[config.mk]
export PLATFORM = sky130hd
export DESIGN_NAME = controlador_ciclo
export DESIGN_NICKNAME = d
export VERILOG_FILES = /design/src/rtl/controlador_ciclo.sv
export SDC_FILE = /design/constraint.sdc
export NUM_CORES = 1
export LEC_CHECK = 0
export ABC_CLOCK_PERIOD_IN_PS = 3300
export BUFFER_PORTS_ARGS = -buffer_cell sky130_fd_sc_hd__buf_2
export CORE_MARGIN = 1
export CORE_UTILIZATION = 43
export CTS_CLUSTER_SIZE = 40
export DETAILED_ROUTE_END_ITERATION = 7
export GPL_TIMING_DRIVEN = 0
export SLEW_MARGIN = 20
export SYNTH_ARGS = -nofsm -noshare
export SYNTH_HDL_FRONTEND = slang
export SYNTH_SLANG_ARGS = --single-unit
[constraint.sdc]
create_clock -name clk -period 3.3 [get_ports clk]
set_clock_uncertainty 0.2 [all_clocks]
set_input_delay 0.33 -clock clk [delete_from_list [all_inputs] [get_ports clk]]
set_output_delay 0.33 -clock clk [all_outputs]
set_load 0.01 [all_outputs]
[src/rtl/controlador_ciclo.sv]
// rtl/controlador_ciclo.sv - washing-machine cycle sequencer: start, delayed-start wait, fill, wash, rinse, spin
module controlador_ciclo #(
    parameter int CW         = 8,
    parameter int T_ENCHER   = 20,
    parameter int T_LAVAR    = 40,
    parameter int T_ENXAGUAR = 30,
    parameter int T_CENTRIF  = 25
) (
    input  logic       clk,
    input  logic       rst,
    input  logic       iniciar,
    input  logic       porta_fechada,
    input  logic       nivel_cheio,
    input  logic       pausa,
    input  logic       cancelar,
    input  logic       pronto_atraso,
    output logic       iniciar_atraso,
    output logic       valvula,
    output logic       motor,
    output logic       motor_rapido,
    output logic       trava_porta,
    output logic       fim_ciclo,
    output logic       erro,
    output logic [2:0] estado
);

    typedef enum logic [2:0] {
        OCIOSO      = 3'd0,
        ESPERA      = 3'd1,
        ENCHER      = 3'd2,
        LAVAR       = 3'd3,
        ENXAGUAR    = 3'd4,
        CENTRIFUGAR = 3'd5,
        FIM         = 3'd6,
        ERRO        = 3'd7
    } state_t;

    localparam logic [CW-1:0] ULT_ENCHER   = CW'(T_ENCHER - 1);
    localparam logic [CW-1:0] ULT_LAVAR    = CW'(T_LAVAR - 1);
    localparam logic [CW-1:0] ULT_ENXAGUAR = CW'(T_ENXAGUAR - 1);
    localparam logic [CW-1:0] ULT_CENTRIF  = CW'(T_CENTRIF - 1);

    state_t        state;
    logic [CW-1:0] cont;
    logic          em_fase;

    // Timed phases are the only states that pausa can freeze.
    assign em_fase = (state == ENCHER) || (state == LAVAR) ||
                     (state == ENXAGUAR) || (state == CENTRIFUGAR);

    always_ff @(posedge clk) begin
        if (rst) begin
            state <= OCIOSO;
            cont  <= '0;
        end else if (cancelar && (state != OCIOSO)) begin
            state <= OCIOSO;
            cont  <= '0;
        end else if (pausa && em_fase) begin
            state <= state;
            cont  <= cont;
        end else begin
            case (state)
                OCIOSO: begin
                    cont <= '0;
                    if (iniciar && porta_fechada) begin
                        state <= ESPERA;
                    end
                end
                ESPERA: begin
                    cont <= '0;
                    if (pronto_atraso) begin
                        state <= ENCHER;
                    end
                end
                ENCHER: begin
                    // A full drum takes precedence over a timeout on the same edge.
                    if (nivel_cheio) begin
                        state <= LAVAR;
                        cont  <= '0;
                    end else if (cont == ULT_ENCHER) begin
                        state <= ERRO;
                        cont  <= '0;
                    end else begin
                        cont <= cont + 1'b1;
                    end
                end
                LAVAR: begin
                    if (cont == ULT_LAVAR) begin
                        state <= ENXAGUAR;
                        cont  <= '0;
                    end else begin
                        cont <= cont + 1'b1;
                    end
                end
                ENXAGUAR: begin
                    if (cont == ULT_ENXAGUAR) begin
                        state <= CENTRIFUGAR;
                        cont  <= '0;
                    end else begin
                        cont <= cont + 1'b1;
                    end
                end
                CENTRIFUGAR: begin
                    if (cont == ULT_CENTRIF) begin
                        state <= FIM;
                        cont  <= '0;
                    end else begin
                        cont <= cont + 1'b1;
                    end
                end
                FIM: begin
                    state <= OCIOSO;
                    cont  <= '0;
                end
                ERRO: begin
                    state <= ERRO;
                    cont  <= '0;
                end
                default: begin
                    state <= OCIOSO;
                    cont  <= '0;
                end
            endcase
        end
    end

    // Actuators drop the same cycle pausa rises; the door lock does not.
    always_comb begin
        iniciar_atraso = (state == ESPERA);
        valvula        = (state == ENCHER) && !pausa;
        motor          = ((state == LAVAR) || (state == ENXAGUAR) ||
                          (state == CENTRIFUGAR)) && !pausa;
        motor_rapido   = (state == CENTRIFUGAR) && !pausa;
        trava_porta    = (state == ESPERA) || em_fase;
        fim_ciclo      = (state == FIM);
        erro           = (state == ERRO);
        estado         = state;
    end

endmodule
==> After elaboration in Yosys (flattened, before gate mapping) <==
Cells that the tools add are included.
{ "totals": {"register_bits": 11, "latch_bits": 0, "ram_bits": 0, "romBits": 0, "input_bits": 8, "wordCells": 53, "n_memories": 0} }
{ "classes": {"add_sub_neg": 1, "mul": 0, "n_div": 0, "magnitude_cmp": 0, "eq_ne": 17, "shifts": 0, "n_mux": 14, "n_bitwise": 1, "reduce_logical": 18} }
{ "op_table": {"columns": ["op", "count"], "rows": [
  ["8-bit two-way mux", 5],
  ["8-bit case mux with 5 select lines", 1],
  ["8-bit by 5-bit == test with 1-bit output (second input constant)", 3],
  ["3-bit case mux with 8 select lines", 1],
  ["3-bit two-way mux", 7],
  ["3-bit == test (second input constant)", 4],
  ["8-bit by 1-bit adder with 8-bit output (second input constant)", 1],
  ["8-bit by 6-bit == test with 1-bit output (second input constant)", 1],
  ["7-bit AND reduction", 1],
  ["3-bit by 2-bit == test with 1-bit output (second input constant)", 2],
  ["1-bit logical AND", 6],
  ["1-bit logical OR", 6],
  ["2-bit inequality test (second input constant)", 3],
  ["2-bit by 1-bit inequality test with 1-bit output (second input constant)", 2],
  ["4-bit OR reduction", 1],
  ["3-bit by 1-bit == test with 1-bit output (second input constant)", 1],
  ["3-bit logical NOT", 1],
  ["3-bit by 2-bit inequality test with 1-bit output (second input constant)", 1],
  ["3-bit nonzero test", 1],
  ["2-bit OR reduction", 1],
  ["1-bit logical NOT", 1],
  ["1-bit NOT", 1]
]} }

==> Longest topological paths before layout <==
Gate-level depths: netlist (run 1).
{ "logic_depth": {"word_depth": 7, "ltp_mapped": 8, "mapped_depth_nobuf": 7} }

==> Worst setup path before layout (run 1) <==
Ideal clock, no wire load.
{ "synth_timing": {"kind": "flip-flop to flip-flop", "startpoint": "register state[2], in the netlist estado[2]", "endpoint": "register state[0], in the netlist estado[0]", "setup_time_ns": 0.087, "arrival_time_ns": 1.934, "slack_ns": 1.079, "stages_incl_launch_ff": 9, "path_buffers": 1, "period_less_slack_ns": 2.221, "path_cell_list": "dfxtp_1 -> clkbuf_1 -> inv_1 -> ha_1 -> or3_1 -> o21ai_0 -> o21ai_0 -> or4_1 -> o31ai_1"} }
{ "synth_between": {"elab_chain_len": 7} }
{ "synth_lines": {"columns": ["item", "line_no", "text"], "rows": [
  ["start, declared", "43", "state_t state;"],
  ["start signal, assigned", "59", "state <= state;"],
  ["3-bit by 2-bit == test with 1-bit output", "48, 62", null],
  ["1-bit logical OR (2 in a row)", "48", "assign em_fase = (state == ENCHER) || (state == LAVAR) ||"],
  ["1-bit logical OR", "49", "(state == ENXAGUAR) || (state == CENTRIFUGAR);"],
  ["1-bit logical AND", "58", "end else if (pausa && em_fase) begin"],
  ["1-bit NOT (no line)", null, null],
  ["7-bit AND reduction (no line)", null, null]
]} }
Several ways; a longest one is shown, not always the timed one.
A chain may end at the register's enable or synchronous reset.

==> Worst setup path after layout (run 1) <==
{ "layout_timing": {"startpoint": "register state[1], in the netlist estado[1]", "endpoint": "register cont[7]"} }
{ "layout_between": {"elab_chain_len": 5} }
{ "layout_lines": {"columns": ["item", "line_no", "text"], "rows": [
  ["parallel branches: the longest is 5 deep, another holds 8-bit case mux with 5 select lines", null, null],
  ["end signal, assigned", "60", "cont <= cont;"],
  ["end signal, assigned", "84", "cont <= cont + 1'b1;"],
  ["end signal, assigned", "92", "cont <= cont + 1'b1;"],
  ["end, declared", "44", "logic [CW-1:0] cont;"]
]} }
Several ways; the timed one is not identified.

==> results.json, run 1 <==
{
  "fmax_ghz": 0.399,
  "largest_cells_by_area_after_synthesis": "dfxtp_1, ha_1, a31oi_1",
  "synth_area_sq_um": 936,
  "gr-total-overflow": 0,
  "totalPowerFinal_mw": 0.467,
  "nets": 159,
  "post_synth_most_frequent_cells": "nand2_1, dfxtp_1, nor3_1, a31oi_1",
  "finalWeightedCongestion": 0.842,
  "post_synth_inst_count": 123,
  "routed_wirelength_microns": 2340,
  "ios": 18,
  "post-cts-setup-buffer-count": 0,
  "grt_busiest_layer": "met2",
  "filler_cell_count": 208,
  "cts_root_buffer": "clkbuf_4",
  "drt_iter0_markers": 30,
  "viasPerCell": 5.99,
  "worstPathCellList": "buf_2 > inv_1 > ha_1 > and3b_1 > nand4b_1 > a31oi_1 > nor3_1",
  "crit-reg2reg-capture": "cont[7]$_SDFFE_PP0P_",
  "total_via_count_in_the_routed_design": 1024,
  "number_of_max_slew_violations_in_the_final_report": 0,
  "postSynthAreaPerCell_sq_um": 7.61,
  "critPathCapture": "cont[7]$_SDFFE_PP0P_",
  "holdBufCountCts": 0,
  "synth_seq_cells": 11,
  "ff2ff_path_depth": 7,
  "insertedDiodeCount": 0,
  "gr-usage-met1_pct": 30.3,
  "synth.yosys.warnings": 0,
  "timing_worst_slew_pin_value_ns": 0.533,
  "synth.distinct_cells": 37,
  "die_width_microns": 48.7,
  "clkSlewWorstSetupHoldPaths_ns": 0.08,
  "worst_setup_path_end_kind": "flop",
  "rsz0062_at_grt": "no",
  "worst-r2r-setup-slack_ns": 0.79,
  "worstPathRequired_ns": 3.24,
  "status": "completed",
  "critPathSlowestCell": "dfxtp_1",
  "power.ir.vdd_worst_uv": 214,
  "synth-seq-area-share_pct": 23.5,
  "multi_input_gate_area_in_the_final_layout_sq_um": 662,
  "synthFlopType": "dfxtp_1",
  "startpoint_type": "flop",
  "worstPathMaxFanout": 10,
  "worst-setup-path-type": "flop to flop",
  "p_leak_nw": 0.433,
  "dr_wl_cell_microns": 13.7,
  "die_area_sq_mm": 0.00237,
  "port_buf_inserts": 17,
  "synth_top_cell_area_share_pct": 23.5,
  "global_route.usage.met3_pct": 5.97,
  "setup.worst_path.start": "estado[1]$_SDFFE_PP0P_",
  "number_of_antenna_violations_at_the_first_check_in_global_routing": 0,
  "hp-class": "input port to flop",
  "std_cell_rows": 16,
  "critical_path_arrival_ns": 2.45,
  "die_span_in_y_microns": 48.7,
  "synth_largest_area_cell": "dfxtp_1",
  "layout-drive-gt1-share_pct": 20.8,
  "clk_latency_ns": 0.28,
  "synth_fp_nets": 137,
  "grt_use_met2_pct": 34.0,
  "tritoncts": "done",
  "maxSlewHeadroom_pct": 64.2,
  "global_route_usage_over_all_layers_pct": 21.8,
  "power.density_cell_area_mw_per_mm2": 432,
  "drc_errors": 0,
  "max_cap_viol_count": 0,
  "longest_individual_stage_delay_on_the_worst_path_ns": 0.46,
  "place.detailed.hpwl_microns": 1730,
  "period_minus_slack_ns": 2.51,
  "core_area_sq_mm": 0.00200,
  "synth_edf_count": 0,
  "finalHoldViolCount": 0,
  "register_area_sq_um": 220,
  "antenna_nets_post_route": 0,
  "cts_buffer_depth": 2,
  "setup_viol": 0,
  "cts_sinks": 11,
  "grt_first_pass_wirelength_microns": 4110,
  "areaGrowthSynthToFinish_pct": 15.5,
  "min_period_over_period_pct": 75.9,
  "drt_first_pass_iters": 4,
  "cts_repair_resize_count": 0,
  "via_count_of_the_first_global_routing_pass": 941,
  "setup_total_negative_slack_ns": 0,
  "cts_made_buffers": 3,
  "reg2reg_from": "estado[1]$_SDFFE_PP0P_",
  "yosys.cell_count.top_type": "nand2_1",
  "postSynth.asyncResetShare_pct": 0,
  "clock_tree.htree_level_count": 1,
  "initial_utilization_pct": 46.8,
  "grt_max_degree": 11
}
logic make-up after synthesis:
| logic type | after synthesis | synth area share [%] |
|---|---|---|
| compound gates | 33 | 23.7 |
| fa+ha+maj | 7 | 9.09 |
| buf+inv | 13 | 5.75 |
| flops | 11 | 23.5 |
| simple gates | 59 | 38.0 |
worst max-delay path: cells and delay by family (launching register included):
kind	cells	cell delay (ns)
adder cells (fa/ha/maj)	1	0.37
buffers and inverters	2	0.39
AO/OA/AOI/OAI	1	0.28
AND/OR/NAND/NOR	3	0.67
flip-flops	1	0.46
routing by layer:
metal  vias up  part of all wire, %
li1        509                    -
met1       492                   50
met2        23                   45
met3         0                  4.5
met4         0                    0
met5         -                    0
where the power goes:
part / internal [mW] / total, mW / leakage, nW / switching [mW]
sequential: 0.142 / 0.157 / 0.0888 / 0.0146
clock: 0.0469 / 0.0949 / 0.0150 / 0.0481
combinational: 0.0862 / 0.215 / 0.329 / 0.129
total: 0.275 / 0.467 / 0.433 / 0.192
area by class of cell:
class                   instances  share of cell area, %
multi-input cells              99                   61.2
flip-flops and latches         11                   20.4
repair buffers                 17                   7.87
well taps                      27                   3.12
plain buffers                   7                   2.89
clock buffers                   4                   2.43
inverters                       6                   2.08
registers in the layout (all words and copies together) (netlist names):
| register | cells |
|---|---|
| cont | 8 |
| estado | 3 |
worst min path at each step:
| stage | cells after the start | endpoint | from |
|---|---|---|---|
| after floorplan | 2 | cont[1]$_SDFFE_PP0P_ | cont[1]$_SDFFE_PP0P_ |
| after global placement | 2 | cont[1]$_SDFFE_PP0P_ | cont[1]$_SDFFE_PP0P_ |
| after detailed placement | 2 | cont[1]$_SDFFE_PP0P_ | cont[1]$_SDFFE_PP0P_ |
| after CTS | 3 | estado[0]$_SDFFE_PP0P_ | rst |
| after global routing | 4 | cont[0]$_SDFFE_PP0P_ | nivel_cheio |
| final | 4 | cont[0]$_SDFFE_PP0P_ | nivel_cheio |
stage by stage:
step           hold slack [ns]  cell area, sq um  setup slack [ns]  utilization (%)  cells
2_1_floorplan            0.270               936              1.08                -    123
3_3_place_gp             0.290              1050             0.857             52.7    167
3_5_place_dp             0.303              1050             0.844             52.7    167
4_1_cts                  0.212              1080             0.825             54.0    171
5_1_grt                  0.233              1080             0.626             54.0    171
6_report                 0.207              1080             0.795             54.0    171
cell usage in the layout, fill, tap and decap left out, types with 4 or more instances in the layout:
cell type   n
dfxtp_1    11
nand4_1     6
a31oi_1     9
ha_1        6
nor2b_1     7
inv_1       6
o21ai_0     4
nand2_1    12
nor3_1     10
buf_2      21
nand2b_1    4
a21oi_1     7
Note: power is estimated with default switching activity, not from simulation.
==> run 2: changes to the inputs <==
- ABC_CLOCK_PERIOD_IN_PS: 3300 -> 2300
- PLACE_DENSITY: not set -> 0.67
- clock period: 3.3 -> 2.3 ns (I/O delays scaled with it)
==> run 2 against run 1 <==
  * Combinational power up 63%
  * First-iteration DRC count rose by 33%
  * Cell area is 7.5% higher
  * Sequential power is 42% higher
  * Power up 53%
  * Sequential cell count stayed put
  * Global-route usage grew 1.5 points
  * Sequential share of layout area is 0.78 points lower
  * Final cell count grew 2.9%
  * Worst setup slack worse by 0.66 ns
  * Via count increased by 2.9%
  * Largest power group unchanged
  * Highest routed layer is now met4
==> results.json, run 2 (synthesized netlist as in run 1, its figures left out) <==
{
  "antenna_nets_post_route": 0,
  "via_count_of_the_first_global_routing_pass": 949,
  "worst_setup_path_end_kind": "flop",
  "setup_total_negative_slack_ns": 0,
  "tritoncts": "done",
  "setup_viol": 0,
  "final_common_cell": "buf_2",
  "rsz0062_at_grt": "no",
  "clock_tree.htree_level_count": 1,
  "die_width_microns": 48.7,
  "worstPathRequired_ns": 2.29,
  "core_area_sq_mm": 0.00200,
  "max_cap_viol_count": 0,
  "power.ir.vdd_worst_uv": 390,
  "std_cell_rows": 16,
  "number_of_antenna_violations_at_the_first_check_in_global_routing": 0,
  "placed_cells_incl_taps": 167,
  "total_via_count_in_the_routed_design": 1054,
  "maxSlewHeadroom_pct": 66.2,
  "critical_path_arrival_ns": 2.15,
  "place.detailed.hpwl_microns": 1770,
  "gr-total-overflow": 0,
  "totalPowerFinal_mw": 0.715,
  "timing.final.ws_setup_ns": 0.136,
  "grt_first_pass_wirelength_microns": 4350,
  "min_period_over_period_pct": 94.1,
  "clk_latency_ns": 0.28,
  "worstPathMaxFanout": 10,
  "drc_errors": 0,
  "preCtsSetupSlack_ns": -0.134,
  "routed_wirelength_microns": 2500,
  "finalWeightedCongestion": 0.875,
  "cts_root_buffer": "clkbuf_4",
  "cts_made_buffers": 3,
  "finalInstanceArea_sq_mm": 0.00116,
  "fin_cells": 176,
  "die_area_sq_mm": 0.00237,
  "viasPerCell": 5.99,
  "drt_iter0_markers": 40,
  "power.density_cell_area_mw_per_mm2": 615,
  "fmax_ghz": 0.462,
  "holdWs_ns": 0.0952,
  "initial_utilization_pct": 46.8,
  "port_buf_inserts": 17,
  "period_minus_slack_ns": 2.16,
  "cts_buffer_depth": 2,
  "finalHoldViolCount": 0,
  "status": "completed",
  "number_of_max_slew_violations_in_the_final_report": 0,
  "insertedDiodeCount": 0,
  "standard_cell_area_after_detailed_placement_sq_mm": 0.00105,
  "dr_wl_cell_microns": 14.2,
  "nets": 164,
  "timing_worst_slew_pin_value_ns": 0.504,
  "worst-setup-path-type": "flop to flop",
  "hp-class": "input port to flop",
  "grt_max_degree": 11,
  "p_leak_nw": 0.463,
  "areaGrowthSynthToFinish_pct": 24.2,
  "die_span_in_y_microns": 48.7,
  "cts_sinks": 11,
  "finalCoreUtilization_pct": 58.1,
  "startpoint_type": "flop",
  "clkSlewWorstSetupHoldPaths_ns": 0.08,
  "drt_first_pass_iters": 4,
  "layout-drive-gt1-share_pct": 28.9,
  "reg_with_most_ffs": "cont",
  "ios": 18,
  "global_route_usage_over_all_layers_pct": 23.3,
  "commonest_non_fill_non_tap_cells_in_the_layout": "buf_2, nand2_1, nor3_1, a31oi_1, dfxtp_1",
  "number_of_flip_flops_under_the_largest_register_name": 8
}
==> run 2: cell types whose count changed in the layout (fill, tap and decap cells not counted), moves of 2 or more <==
cell,change
dfxtp_1,-2
buf_4,+6
ha_1,-2
dfxtp_4,+2
==> run 2: layout make-up <==
class                           instances  area (sq um)
Fill cell                             207           840
Multi-Input combinational cell         99           684
Sequential cell                        11           228
Timing Repair Buffer                   22           123
Buffer                                  7          41.3
Tap cell                               27          33.8
Clock buffer                            4          26.3
Inverter                                6          26.3
==> run 2: worst paths after layout <==
path                          startpoint                endpoint  slack, ns  cells after the start
hold reg to reg     cont[1]$_SDFFE_PP0P_    cont[1]$_SDFFE_PP0P_       0.32                      2
setup reg to reg  estado[1]$_SDFFE_PP0P_  estado[0]$_SDFFE_PP0P_       0.14                      8
setup / recovery  estado[1]$_SDFFE_PP0P_  estado[0]$_SDFFE_PP0P_       0.14                      8
hold / removal               nivel_cheio    cont[0]$_SDFFE_PP0P_        0.1                      4
==> run 2: layer usage <==
| layer | wire length, microns | vias to the layer above | track usage, % |
|---|---|---|---|
| met5 | 0 | - | 0 |
| met4 | 24 | 0 | 4.90 |
| met3 | 168 | 5 | 5.35 |
| met2 | 1170 | 41 | 36.1 |
| met1 | 1130 | 488 | 32.8 |
| li1 | - | 520 | - |
==> run 2: timing repair <==
item	4_1_cts	5_1_grt
buffers inserted	2	3
setup endpoints to repair	10	9
pin swaps	0	0
hold buffers	0	0
resized for setup	5	10
==> run 2: critical path, stage by stage (launching register included) <==
cell	delay, ns
dfxtp_4	0.37
buf_6	0.14
clkinvlp_4	0.14
ha_4	0.19
or3_1	0.39
o21ai_0	0.08
o21ai_0	0.10
or4_1	0.39
o31ai_1	0.07
==> run 2: power by group <==
part           internal [mW]  switching, mW  leakage [nW]
logic                  0.151          0.199         0.358
clock network         0.0674         0.0737        0.0150
registers              0.204         0.0189        0.0904
total                  0.423          0.292         0.463
==> run 3: changes to the inputs <==
- HOLD_SLACK_MARGIN: not set -> 0.12
==> run 3 against run 2 <==
  * Cell area up 1.7%
  * Sequential power about the same
  * Combinational power about the same
  * Via count up 0.28%
  * Highest routed layer unchanged
==> results.json, run 3 (synthesized netlist as in run 1, its figures left out) <==
{
  "number_of_flip_flops_under_the_largest_register_name": 8,
  "timing.critical_path.max_delay_family": "simple AND/OR/NAND/NOR gates",
  "gr-total-overflow": 0,
  "crit-reg2reg-capture": "estado[0]$_SDFFE_PP0P_",
  "ff2ff_path_depth": 8,
  "maxSlewHeadroom_pct": 65.9,
  "cts_sinks": 11,
  "p_leak_nw": 0.472,
  "max_cap_viol_count": 0,
  "status": "completed",
  "via_count_of_the_first_global_routing_pass": 952,
  "layout-drive-gt1-share_pct": 28.5,
  "ios": 18,
  "timing.final.ws_setup_ns": 0.116,
  "worstPathRequired_ns": 2.29,
  "antenna_nets_post_route": 0,
  "cts_made_buffers": 3,
  "worst-setup-path-type": "flop to flop",
  "critical-path-top-cell-by-count": "o21ai_0",
  "reg_with_most_ffs": "cont",
  "place.detailed.hpwl_microns": 1770,
  "drc_errors": 0,
  "nets": 166,
  "final_common_cell": "buf_2",
  "startpoint_type": "flop",
  "m1WireLength_microns": 1150,
  "preCtsSetupSlack_ns": -0.134,
  "die_area_sq_mm": 0.00237,
  "die_width_microns": 48.7,
  "cts_root_buffer": "clkbuf_4",
  "worst_setup_path_end_kind": "flop",
  "min_delay_path_depth": 4,
  "cp.buffers_inverters": 2,
  "initial_utilization_pct": 46.8,
  "critPathSlowestCell": "or4_1",
  "die_span_in_y_microns": 48.7,
  "clkSlewWorstSetupHoldPaths_ns": 0.07,
  "finalWeightedCongestion": 0.875,
  "dr.max_layer_used": "met4",
  "worstPathMaxFanout": 10,
  "cts_buffer_depth": 2,
  "hold-path-endpoint": "estado[0]$_SDFFE_PP0P_",
  "holdWs_ns": 0.147,
  "timing.hold.worst.start": "cancelar",
  "grt_first_pass_wirelength_microns": 4360,
  "number_of_antenna_violations_at_the_first_check_in_global_routing": 0,
  "setup_viol": 0,
  "viasPerCell": 5.94,
  "critical_path_arrival_ns": 2.17,
  "port_buf_inserts": 17,
  "detailroute.wirelength.met2_microns": 1180,
  "insertedDiodeCount": 0,
  "hp-class": "input port to flop",
  "timing_worst_slew_pin_value_ns": 0.508,
  "clock_tree.htree_level_count": 1,
  "number_of_max_slew_violations_in_the_final_report": 0,
  "drt_first_pass_iters": 4,
  "met3_length_microns": 167,
  "dr_wl_cell_microns": 14.1,
  "std_cell_rows": 16,
  "worst-r2r-setup-slack_ns": 0.12,
  "period_minus_slack_ns": 2.18,
  "grt_max_degree": 11,
  "drt_iter0_markers": 35,
  "finalHoldViolCount": 0,
  "routed_wirelength_microns": 2520,
  "rsz0062_at_grt": "no",
  "reg2reg_from": "estado[1]$_SDFFE_PP0P_",
  "total_via_count_in_the_routed_design": 1057,
  "clk_latency_ns": 0.28,
  "power.density_cell_area_mw_per_mm2": 607,
  "core_area_sq_mm": 0.00200,
  "tritoncts": "done",
  "areaGrowthSynthToFinish_pct": 26.3,
  "fmax_ghz": 0.458,
  "power.ir.vdd_worst_uv": 390,
  "min_period_over_period_pct": 94.9,
  "commonest_non_fill_non_tap_cells_in_the_layout": "buf_2, nand2_1, nor3_1, a31oi_1, dfxtp_1",
  "global_route_usage_over_all_layers_pct": 23.4,
  "worstPathCellList": "buf_6 > clkinvlp_4 > ha_4 > or3_1 > o21ai_0 > o21ai_0 > or4_1 > o31ai_1",
  "longest_individual_stage_delay_on_the_worst_path_ns": 0.40
}
## run 3: changes by cell type in the layout (fill, tap and decap cells not counted)
| cell | change |
|---|---|
| dlygate4sd3_1 | +2 |
## run 3: stage by stage
step / power (mW) / utilization (%) / area, sq um / instances / TNS (ns)
4_1_cts: 0.695 / 56.2 / 1120 / 175 / 0
3_3_place_gp: 0.527 / 52.7 / 1050 / 167 / -1.02
2_1_floorplan: 0.442 / - / 936 / 123 / 0
3_5_place_dp: 0.537 / 52.7 / 1050 / 167 / -0.930
6_report: 0.718 / 59.1 / 1180 / 178 / 0
5_1_grt: 0.770 / 59.1 / 1180 / 178 / 0
## run 3: worst reg2reg max path, delay by kind of cell (launching register included)
kind	cells	cell delay, ns
adder cells (fa/ha/maj)	1	0.19
AND/OR/NAND/NOR	2	0.79
flip-flops	1	0.37
buffers and inverters	2	0.28
AO/OA/AOI/OAI	3	0.27
## run 3: layout make-up
cell class	count	area, sq um
inverters	6	26.3
plain buffers	7	41.3
clock buffers	4	26.3
flip-flops and latches	11	228
multi-input cells	99	684
fillers	201	820
repair buffers	24	143
well taps	27	33.8
## run 3: what timing repair did
| action | 4_1_cts | 5_1_grt |
|---|---|---|
| endpoints found under the setup margin | 10 | 9 |
| gates resized for setup | 5 | 10 |
| endpoints found under the hold margin | 2 | 0 |
| setup buffers | 2 | 3 |
| hold buffers | 2 | 0 |
## run 3: worst max path at each step
stage | slack [ns] | depth (start not counted) | startpoint | end
2_1_floorplan | 0.08 | 8 | estado[2]$_SDFFE_PP0P_ | estado[0]$_SDFFE_PP0P_
3_3_place_gp | -0.17 | 7 | estado[1]$_SDFFE_PP0P_ | cont[3]$_SDFFE_PP0P_
3_5_place_dp | -0.13 | 7 | estado[1]$_SDFFE_PP0P_ | cont[3]$_SDFFE_PP0P_
4_1_cts | 0.05 | 8 | estado[1]$_SDFFE_PP0P_ | estado[0]$_SDFFE_PP0P_
5_1_grt | 0.02 | 8 | estado[2]$_SDFFE_PP0P_ | estado[0]$_SDFFE_PP0P_
6_report | 0.12 | 8 | estado[1]$_SDFFE_PP0P_ | estado[0]$_SDFFE_PP0P_
## run 3: report_power, final
group	total, mW	leakage (nW)	switching, mW	internal (mW)
clock network	0.141	0.0150	0.0738	0.0674
registers	0.223	0.0904	0.0190	0.204
logic	0.354	0.366	0.200	0.154
## run 3: per-layer routing
layer / GRT usage, % / up-vias
met5: 0 / -
met4: 4.90 / 0
met3: 5.35 / 5
met2: 36.1 / 43
met1: 33.0 / 485
li1: - / 524
